## src/rtl/stream_encoder_m.sv

```systemverilog
// Transmit framer: valid/ready words -> SOF/addr/data/EOF[/CRC] byte symbols.
// Define STREAM_ENC_CRC_EN to append a CRC-16/CCITT-FALSE after EOF.
module stream_encoder_m #(
  parameter int          DW        = 32,
  parameter int          AW        = 8,
  parameter int          MAX_WORDS = 8,
  parameter logic [7:0]  IDLE_CHAR = 8'hBC,
  parameter logic [7:0]  SOF_CHAR  = 8'h5C,
  parameter logic [7:0]  EOF_CHAR  = 8'h3C
) (
  input  logic          clk,
  input  logic          rst,
  input  logic          tx_en,
  input  logic          s_valid,
  output logic          s_ready,
  input  logic [AW-1:0] s_addr,
  input  logic [DW-1:0] s_data,
  input  logic          s_last,
  output logic [7:0]    tx_data,
  output logic          tx_isk,
  output logic          frame_done,
  output logic          underrun
);
  localparam int BPW = DW / 8;
  localparam int BCW = (BPW > 1) ? $clog2(BPW) : 1;
  localparam int WCW = $clog2(MAX_WORDS + 1);

  typedef enum logic [2:0] {
    S_IDLE, S_SOF, S_ADDR, S_DATA, S_EOF, S_CRCH, S_CRCL
  } state_t;

  state_t         state_q, state_d;
  logic [DW-1:0]  hold_q, shift_q;
  logic [7:0]     haddr_q;
  logic           hvalid_q, hlast_q, slast_q, urun_q;
  logic [BCW-1:0] bcnt_q;
  logic [WCW-1:0] wcnt_q, wcnt_inc;
  logic [7:0]     tx_data_q, sym_d;
  logic           tx_isk_q, isk_d;
  logic           done_q, done_d, urun_o_q, urun_d;
  logic           last_byte, close, in_data, drain, accept;

  assign s_ready    = ~hvalid_q;
  assign tx_data    = tx_data_q;
  assign tx_isk     = tx_isk_q;
  assign frame_done = done_q;
  assign underrun   = urun_o_q;

  assign accept    = s_valid & s_ready;
  assign last_byte = bcnt_q == BCW'(BPW - 1);
  assign wcnt_inc  = wcnt_q + 1'b1;
  assign close     = slast_q | (wcnt_inc == WCW'(MAX_WORDS));
  assign in_data   = tx_en & (state_q == S_DATA);
  // hold -> shift on the address symbol and between words of a frame
  assign drain = tx_en & ((state_q == S_ADDR) |
                 ((state_q == S_DATA) & last_byte & ~close & hvalid_q));

`ifdef STREAM_ENC_CRC_EN
  logic [15:0] crc_q, crc_d;

  function automatic logic [15:0] crc_upd(
    input logic [15:0] c,
    input logic [7:0]  b
  );
    logic [15:0] r;
    r = c;
    for (int i = 7; i >= 0; i--) begin
      if (r[15] ^ b[i]) r = {r[14:0], 1'b0} ^ 16'h1021;
      else              r = {r[14:0], 1'b0};
    end
    return r;
  endfunction

  always_comb begin
    crc_d = crc_q;
    if (tx_en) begin
      if (state_q == S_IDLE && hvalid_q) crc_d = 16'hFFFF;
      else if (state_q == S_ADDR)        crc_d = crc_upd(crc_q, haddr_q);
      else if (state_q == S_DATA)        crc_d = crc_upd(crc_q, shift_q[DW-1 -: 8]);
    end
  end

  always_ff @(posedge clk) begin
    if (rst) crc_q <= 16'hFFFF;
    else     crc_q <= crc_d;
  end
`endif

  always_ff @(posedge clk) begin
    if (rst) state_q <= S_IDLE;
    else     state_q <= state_d;
  end

  always_comb begin
    state_d = state_q;
    if (tx_en) begin
      unique case (state_q)
        S_IDLE: if (hvalid_q) state_d = S_SOF;
        S_SOF:  state_d = S_ADDR;
        S_ADDR: state_d = S_DATA;
        S_DATA: if (last_byte && (close || !hvalid_q)) state_d = S_EOF;
`ifdef STREAM_ENC_CRC_EN
        S_EOF:  state_d = S_CRCH;
        S_CRCH: state_d = S_CRCL;
`else
        S_EOF:  state_d = S_IDLE;
`endif
        default: state_d = S_IDLE;
      endcase
    end
  end

  always_comb begin
    sym_d  = tx_data_q;
    isk_d  = tx_isk_q;
    done_d = 1'b0;
    urun_d = 1'b0;
    if (tx_en) begin
      unique case (state_q)
        S_SOF:  begin sym_d = SOF_CHAR; isk_d = 1'b1; end
        S_ADDR: begin sym_d = haddr_q;  isk_d = 1'b0; end
        S_DATA: begin sym_d = shift_q[DW-1 -: 8]; isk_d = 1'b0; end
        S_EOF: begin
          sym_d  = EOF_CHAR;
          isk_d  = 1'b1;
          urun_d = urun_q;
`ifndef STREAM_ENC_CRC_EN
          done_d = 1'b1;
`endif
        end
`ifdef STREAM_ENC_CRC_EN
        S_CRCH: begin sym_d = crc_q[15:8]; isk_d = 1'b0; end
        S_CRCL: begin sym_d = crc_q[7:0]; isk_d = 1'b0; done_d = 1'b1; end
`endif
        default: begin sym_d = IDLE_CHAR; isk_d = 1'b1; end
      endcase
    end
  end

  always_ff @(posedge clk) begin
    if (rst) begin
      tx_data_q <= IDLE_CHAR;
      tx_isk_q  <= 1'b1;
      done_q    <= 1'b0;
      urun_o_q  <= 1'b0;
    end else begin
      tx_data_q <= sym_d;
      tx_isk_q  <= isk_d;
      done_q    <= done_d;
      urun_o_q  <= urun_d;
    end
  end

  always_ff @(posedge clk) begin
    if (rst) begin
      hold_q   <= '0;
      haddr_q  <= '0;
      hlast_q  <= 1'b0;
      hvalid_q <= 1'b0;
      shift_q  <= '0;
      slast_q  <= 1'b0;
      bcnt_q   <= '0;
      wcnt_q   <= '0;
      urun_q   <= 1'b0;
    end else begin
      if (accept) begin
        hold_q  <= s_data;
        haddr_q <= 8'(s_addr);
        hlast_q <= s_last;
      end
      hvalid_q <= (hvalid_q & ~drain) | accept;
      if (drain) begin
        shift_q <= hold_q;
        slast_q <= hlast_q;
        bcnt_q  <= '0;
      end else if (in_data) begin
        shift_q <= shift_q << 8;
        bcnt_q  <= last_byte ? '0 : bcnt_q + 1'b1;
      end
      if (tx_en && state_q == S_IDLE) wcnt_q <= '0;
      else if (in_data && last_byte)  wcnt_q <= wcnt_inc;
      if (in_data && last_byte) urun_q <= ~close & ~hvalid_q;
    end
  end
endmodule

```

## config.mk

```make
export PLATFORM = sky130hd
export DESIGN_NAME = stream_encoder_m
export DESIGN_NICKNAME = d
export VERILOG_FILES = /design/src/rtl/stream_encoder_m.sv
export SDC_FILE = /design/constraint.sdc
export NUM_CORES = 1
export LEC_CHECK = 0
export BUFFER_PORTS_ARGS = -buffer_cell sky130_fd_sc_hd__buf_2
export CORE_ASPECT_RATIO = 0.8
export CORE_MARGIN = 2
export CORE_UTILIZATION = 45
export CTS_BUF_LIST = sky130_fd_sc_hd__clkbuf_4
export DETAILED_ROUTE_END_ITERATION = 12
export GPL_ROUTABILITY_DRIVEN = 0
export GPL_TIMING_DRIVEN = 0
export PLACE_DENSITY = 0.68
export SKIP_CTS_REPAIR_TIMING = 1
export SLEW_MARGIN = 20
export SYNTH_ARGS = -nofsm -noshare
export SYNTH_HDL_FRONTEND = slang
export SYNTH_SLANG_ARGS = --single-unit
```

## constraint.sdc

```tcl
create_clock -name clk -period 1.8 [get_ports clk]
set_clock_uncertainty 0.2 [all_clocks]
set_input_delay 0.09 -clock clk [delete_from_list [all_inputs] [get_ports clk]]
set_output_delay 0.09 -clock clk [all_outputs]
set_load 0.03 [all_outputs]
```

# After elaboration in Yosys (flattened, before gate mapping)
# Index checks and enable logic that the tools add are counted.
# totals
reg_bits	96
input_bits	45
output_inout_bits	12
elab_cells	62
# op_classes
n_addsub	2
eq_ne	8
n_mux	9
bitwise	16
n_reduce_logical	13
# op_table
operator	n
$mux W32	2
$pmux W8 S4	1
$pmux W3 S4	1
$and A1 B1 Y1	8
$reduce_or A2 Y1	4
$eq A3 B2 Y1 const B	2
$mux W3	2
$not A1 Y1	5
$add A4 B1 Y4 const B	1
$eq A4 B4 Y1 const B	1
$eq A3 B1 Y1 const B	1
$eq A3 B3 Y1 const B	1
$logic_and A1 B1 Y1	3
$logic_not A3 Y1	1
$or A1 B1 Y1	3
$reduce_and A3 Y1	1
$reduce_or A3 Y1	1
$add A2 B1 Y2 const B	1
$eq A2 B2 Y1 const B	1
$mux W1	2
$mux W2	1
$ne A2 B1 Y1 const B	1
$ne A2 B2 Y1 const B	1
$reduce_bool A2 Y1	1
other kinds (2)	2

# Longest topological paths before layout
# depth
ltp_word	11
depth_mapped	7
depth_no_buf	4

# Worst setup path after synthesis
# No wires, ideal clock.
# synth_path
kind	register -> register
start	register bcnt_q[0]
end	register shift_q[22]
setup_time_ps	122
t_arrival_ps	1557
t_required_ps	1478
path_slack_ps	-79
stages_incl_launch_ff	7
path_buffers	2
period_less_slack_ps	1879
path_cell_list	dfxtp_1 > ha_1 > nand3b_1 > o2111a_1 > buf_6 > buf_6 > a221o_1
# synth_via
elab_chain_len	7
word_cells_on_any_way	8
classes_between	eq/ne (1); mux (1); bitwise (5); reduce/logical (1)
# synth_rtl
item	line_no	text
from (decl)	36	logic [BCW-1:0] bcnt_q;
from (signal assigned)	178	bcnt_q <= last_byte ? '0 : bcnt_q + 1'b1;
$eq A2 B2 Y1 (*)	50	assign last_byte = bcnt_q == BCW'(BPW - 1);
$and A1 B1 Y1 (*) (3 in series)	56	((state_q == S_DATA) & last_byte & ~close & hvalid_q));
$or A1 B1 Y1 (*)	55	assign drain = tx_en & ((state_q == S_ADDR) |
$and A1 B1 Y1 (*)	55	
$mux W32 or $reduce_bool A2 Y1 (tied branches)	--	
to (signal assigned)	173	shift_q <= hold_q;
to (signal assigned)	177	shift_q <= shift_q << 8;
to (decl)	33	logic [DW-1:0] hold_q, shift_q;
# Mark *: on every way between the ends. The rest lies on a longest branch, timed or not.
# A chain may end at the register's enable or synchronous reset.

# Final worst setup path
# layout_path
start	register wcnt_q[1]
end	register shift_q[26]
# layout_via
elab_chain_len	9
word_cells_on_any_way	10
classes_between	add/sub (1); eq/ne (1); mux (1); bitwise (6); reduce/logical (1)
# layout_rtl
item	line_no	text
from (decl)	37	logic [WCW-1:0] wcnt_q, wcnt_inc;
from (signal assigned)	181	else if (in_data && last_byte) wcnt_q <= wcnt_inc;
$add A4 B1 Y4 (*)	51	assign wcnt_inc = wcnt_q + 1'b1;
$eq A4 B4 Y1 (*)	52	assign close = slast_q | (wcnt_inc == WCW'(MAX_WORDS));
$or A1 B1 Y1 (*)	52	
$not A1 Y1 (*)	56	
$and A1 B1 Y1 (*) (2 in series)	56	
$or A1 B1 Y1 (*)	55	
$and A1 B1 Y1 (*)	55	
$mux W32 or $reduce_bool A2 Y1 (tied branches)	--	
# Marked as above.

==> impl_results.md <==
* Status: finished, violations left
* Failing checks: setup timing
* Worst-margin pin slew at 590 ps
* # IOs at 57
* Syn nets at a little over 500
* Number of max-cap violations at 0
* Root buffer cell: clkbuf_4
* Initial antenna violation count at 0
* Critical path, cell by cell: and3b_1 -> o211a_4 -> o2111a_1 -> buf_6 -> buf_8 -> a221o_1
* Distinct cells, synth at 46
* Ys Warns at 0
* Startpoint types: register
* Fraction of registers with async set/reset at 0%
* Area contributors post-synth: dfxtp_1, nand2_1, a21oi_1
* Setup TNS Final at -4240 ps
* Worst-Skew Late Latency at 460 ps
* Dpl cells at 635
* Area added between synthesis and finish at 32.1%
* Final worst slack at -209 ps
* HPWL after DPL at between 7000 and 8000 um
* Largest net degree at the start of global routing at 16
* Drt wl/cell at 15.7 um
* Starting DRT DRC Count at 260
* Reg clk slew, reported paths at between 100 and 150 ps
* Vias at 3800
* Hold WC Path Type: in2reg
* Unrepaired setup endpoints after global routing: true
* Gr usage total at 22.2%
* Finish-stage setup viols at 32
* Endpoint class of the critical path: register
* Std-Cell Rows at 30
* Crit path max-delay cell type: dfxtp_4
* Crit path kind: reg2reg
* Layout cells sized above 1 at between 20% and 30%
* Initial Utilization at 46.6%
* CTS sink count at 96
* Ys flop type: dfxtp_1
* Post-DRT Antenna Nets at 0
* Fmax at 498 MHz
* Via/cell ratio at 5.43
* Longest Clk Path Bufs at 2
* Nets at 630
* Die width at 109 um
* Slew headroom at 60.7%
* Die area at 0.00963 sq mm
* Number of global-route vias before repair at 3249
* Port-buffer cells at 55
* Final wirelength at 11000 um
* Leakage power at 0.00204 uW
* Tcrit/Tclk final at 112%
* Maximum vdd drop at 0.694 mV
* Post-route insts no fill at 700
* Setup Slack @ Placement at -386 ps
* FF+latch count, synth at 96
* Crit path time final at 2010 ps
* CP bufs+invs at 2
* Post-Synthesis Cells at about 470
* Number of buffers created by CTS at 9
* WP data required at around 2000 ps
* Area leader, netlist: dfxtp_1
* CTS tree: done
* Final Util at 61.5%
* Final Max Slew Viols at 0
* Drt pass-1 iters at 4
* EDFF count, synth at 0
* N_diodes at 0
* H-tree depth at 3
* Post-Syn Area at about 0.0040 sq mm
* Crit-path max cell delay at 380 ps
* WP data arrival at 2160 ps
* First-pass GRT wire length at 16200 um
* Die Y at 88.2 um
* Critical path's top delay family: compound AO/OA/AOI/OAI gates
* Synthesized area per cell at 8.52 sq um
* Core area at 0.00856 sq mm
* Seq/Total Area, Yosys at 48.2%
* Power per cell area at 828 mW/mm^2
* GRT Residual Overflow at 0
* Share of the synthesized area in the top cell type at 48.2%
* Hold Vio Cnt, Final at 0
* CP Max Fanout at 10
* Total DRC errors in the routed layout at 0
## worst reg2reg max path, stage by stage (launching register included)
cell and delay (ps):
dfxtp_4 380, and3b_1 190, o211a_4 280, o2111a_1 290, buf_6 140, buf_8 130
a221o_1 290
## registers in the layout, summed over array words and instances (netlist names)
name        count
bcnt_q          2
frame_done      1
haddr_q         8
hlast_q         1
hold_q         32
hvalid_q        1
shift_q        32
slast_q         1
state_q         3
tx_data         8
tx_isk          1
underrun        1
urun_q          1
wcnt_q          4
## worst paths after layout
check / from / to / slack, ps / cells past startpoint
max: wcnt_q[1]$_SDFFE_PP0P_ / shift_q[26]$_SDFFE_PP0P_ / -210 / 6
min: rst / frame_done$_SDFF_PP0_ / 5 / 2
max reg2reg: wcnt_q[1]$_SDFFE_PP0P_ / shift_q[26]$_SDFFE_PP0P_ / -210 / 6
min reg2reg: hold_q[0]$_SDFFE_PP0P_ / hold_q[0]$_SDFFE_PP0P_ / 270 / 2
## through the flow
stage / total power [uW] / cell area (sq um) / hold slack [ps]
after floorplan: 2570 / 4010 / 26.0
after global placement: 2720 / 4420 / 131
after detailed placement: 2740 / 4420 / 134
after CTS: 4280 / 4630 / -380
after global routing: 4550 / 5270 / 21.7
final: 4360 / 5270 / 4.55
## layout by cell type (no fill, tap or decap), types with 6 or more instances in the layout
| cell | count |
|---|---|
| nor2_1 | 21 |
| clkbuf_1 | 13 |
| clkbuf_2 | 10 |
| buf_2 | 57 |
| a221o_1 | 18 |
| nand3b_1 | 19 |
| dfxtp_1 | 88 |
| a22o_1 | 8 |
| dlygate4sd3_1 | 43 |
| a21oi_1 | 75 |
| nor3b_1 | 6 |
| nand2_1 | 109 |
| clkbuf_4 | 12 |
| buf_4 | 7 |
| nor3_1 | 8 |
## cell families after synthesis
kind of cell | after synthesis | synth area share (%)
flip-flops | 96 | 48.2
adder cells (fa/ha/maj) | 2 | 0.628
XOR/XNOR | 2 | 0.440
AO/OA/AOI/OAI | 132 | 22.3
AND/OR/NAND/NOR | 187 | 22.0
buffers and inverters | 43 | 4.83
multiplexers | 6 | 1.60
## cell type report
type	instances	area (sq um)
Clock inverter	6	131
Multi-Input combinational cell	329	1970
Timing Repair Buffer	104	763
Tap cell	112	140
Buffer	38	225
Sequential cell	96	1940
Fill cell	767	3290
Clock buffer	10	75.1
Inverter	5	18.8
## where the power goes
| part | switching (uW) | total, uW | leakage [uW] | internal [uW] |
|---|---|---|---|---|
| Sequential | 63.7 | 2270 | 0.000786 | 2200 |
| Clock | 716 | 1570 | 0.000104 | 854 |
| Combinational | 295 | 527 | 0.00115 | 232 |
| Total | 1070 | 4360 | 0.00204 | 3290 |
## routing by layer
| metal | vias to the layer above | track usage, % | part of all wire [%] |
|---|---|---|---|
| li1 | 1891 | - | - |
| met1 | 1777 | 30.3 | 46 |
| met2 | 122 | 34.6 | 47 |
| met3 | 10 | 6.18 | 6.3 |
| met4 | 0 | 5.98 | 0.97 |
| met5 | - | 0 | 0 |
## cells in the mapped netlist, drive strengths merged, types with 2 or more instances
cell type,number
nand3,4
nor2,22
nor4,2
nand2,110
buf,12
inv,5
ha,2
nor3b,7
a21oi,75
nor3,11
o22ai,4
mux2i,3
a2bb2oi,7
o31ai,3
xor2,2
mux2,3
a22o,8
and3b,2
clkbuf,26
a221o,18
o211a,3
o21ai,4
nand4,2
nand3b,19
a311oi,2
o311ai,2
dfxtp,96
nand2b,2
or3,2
(Power assumes the default switching activity.)
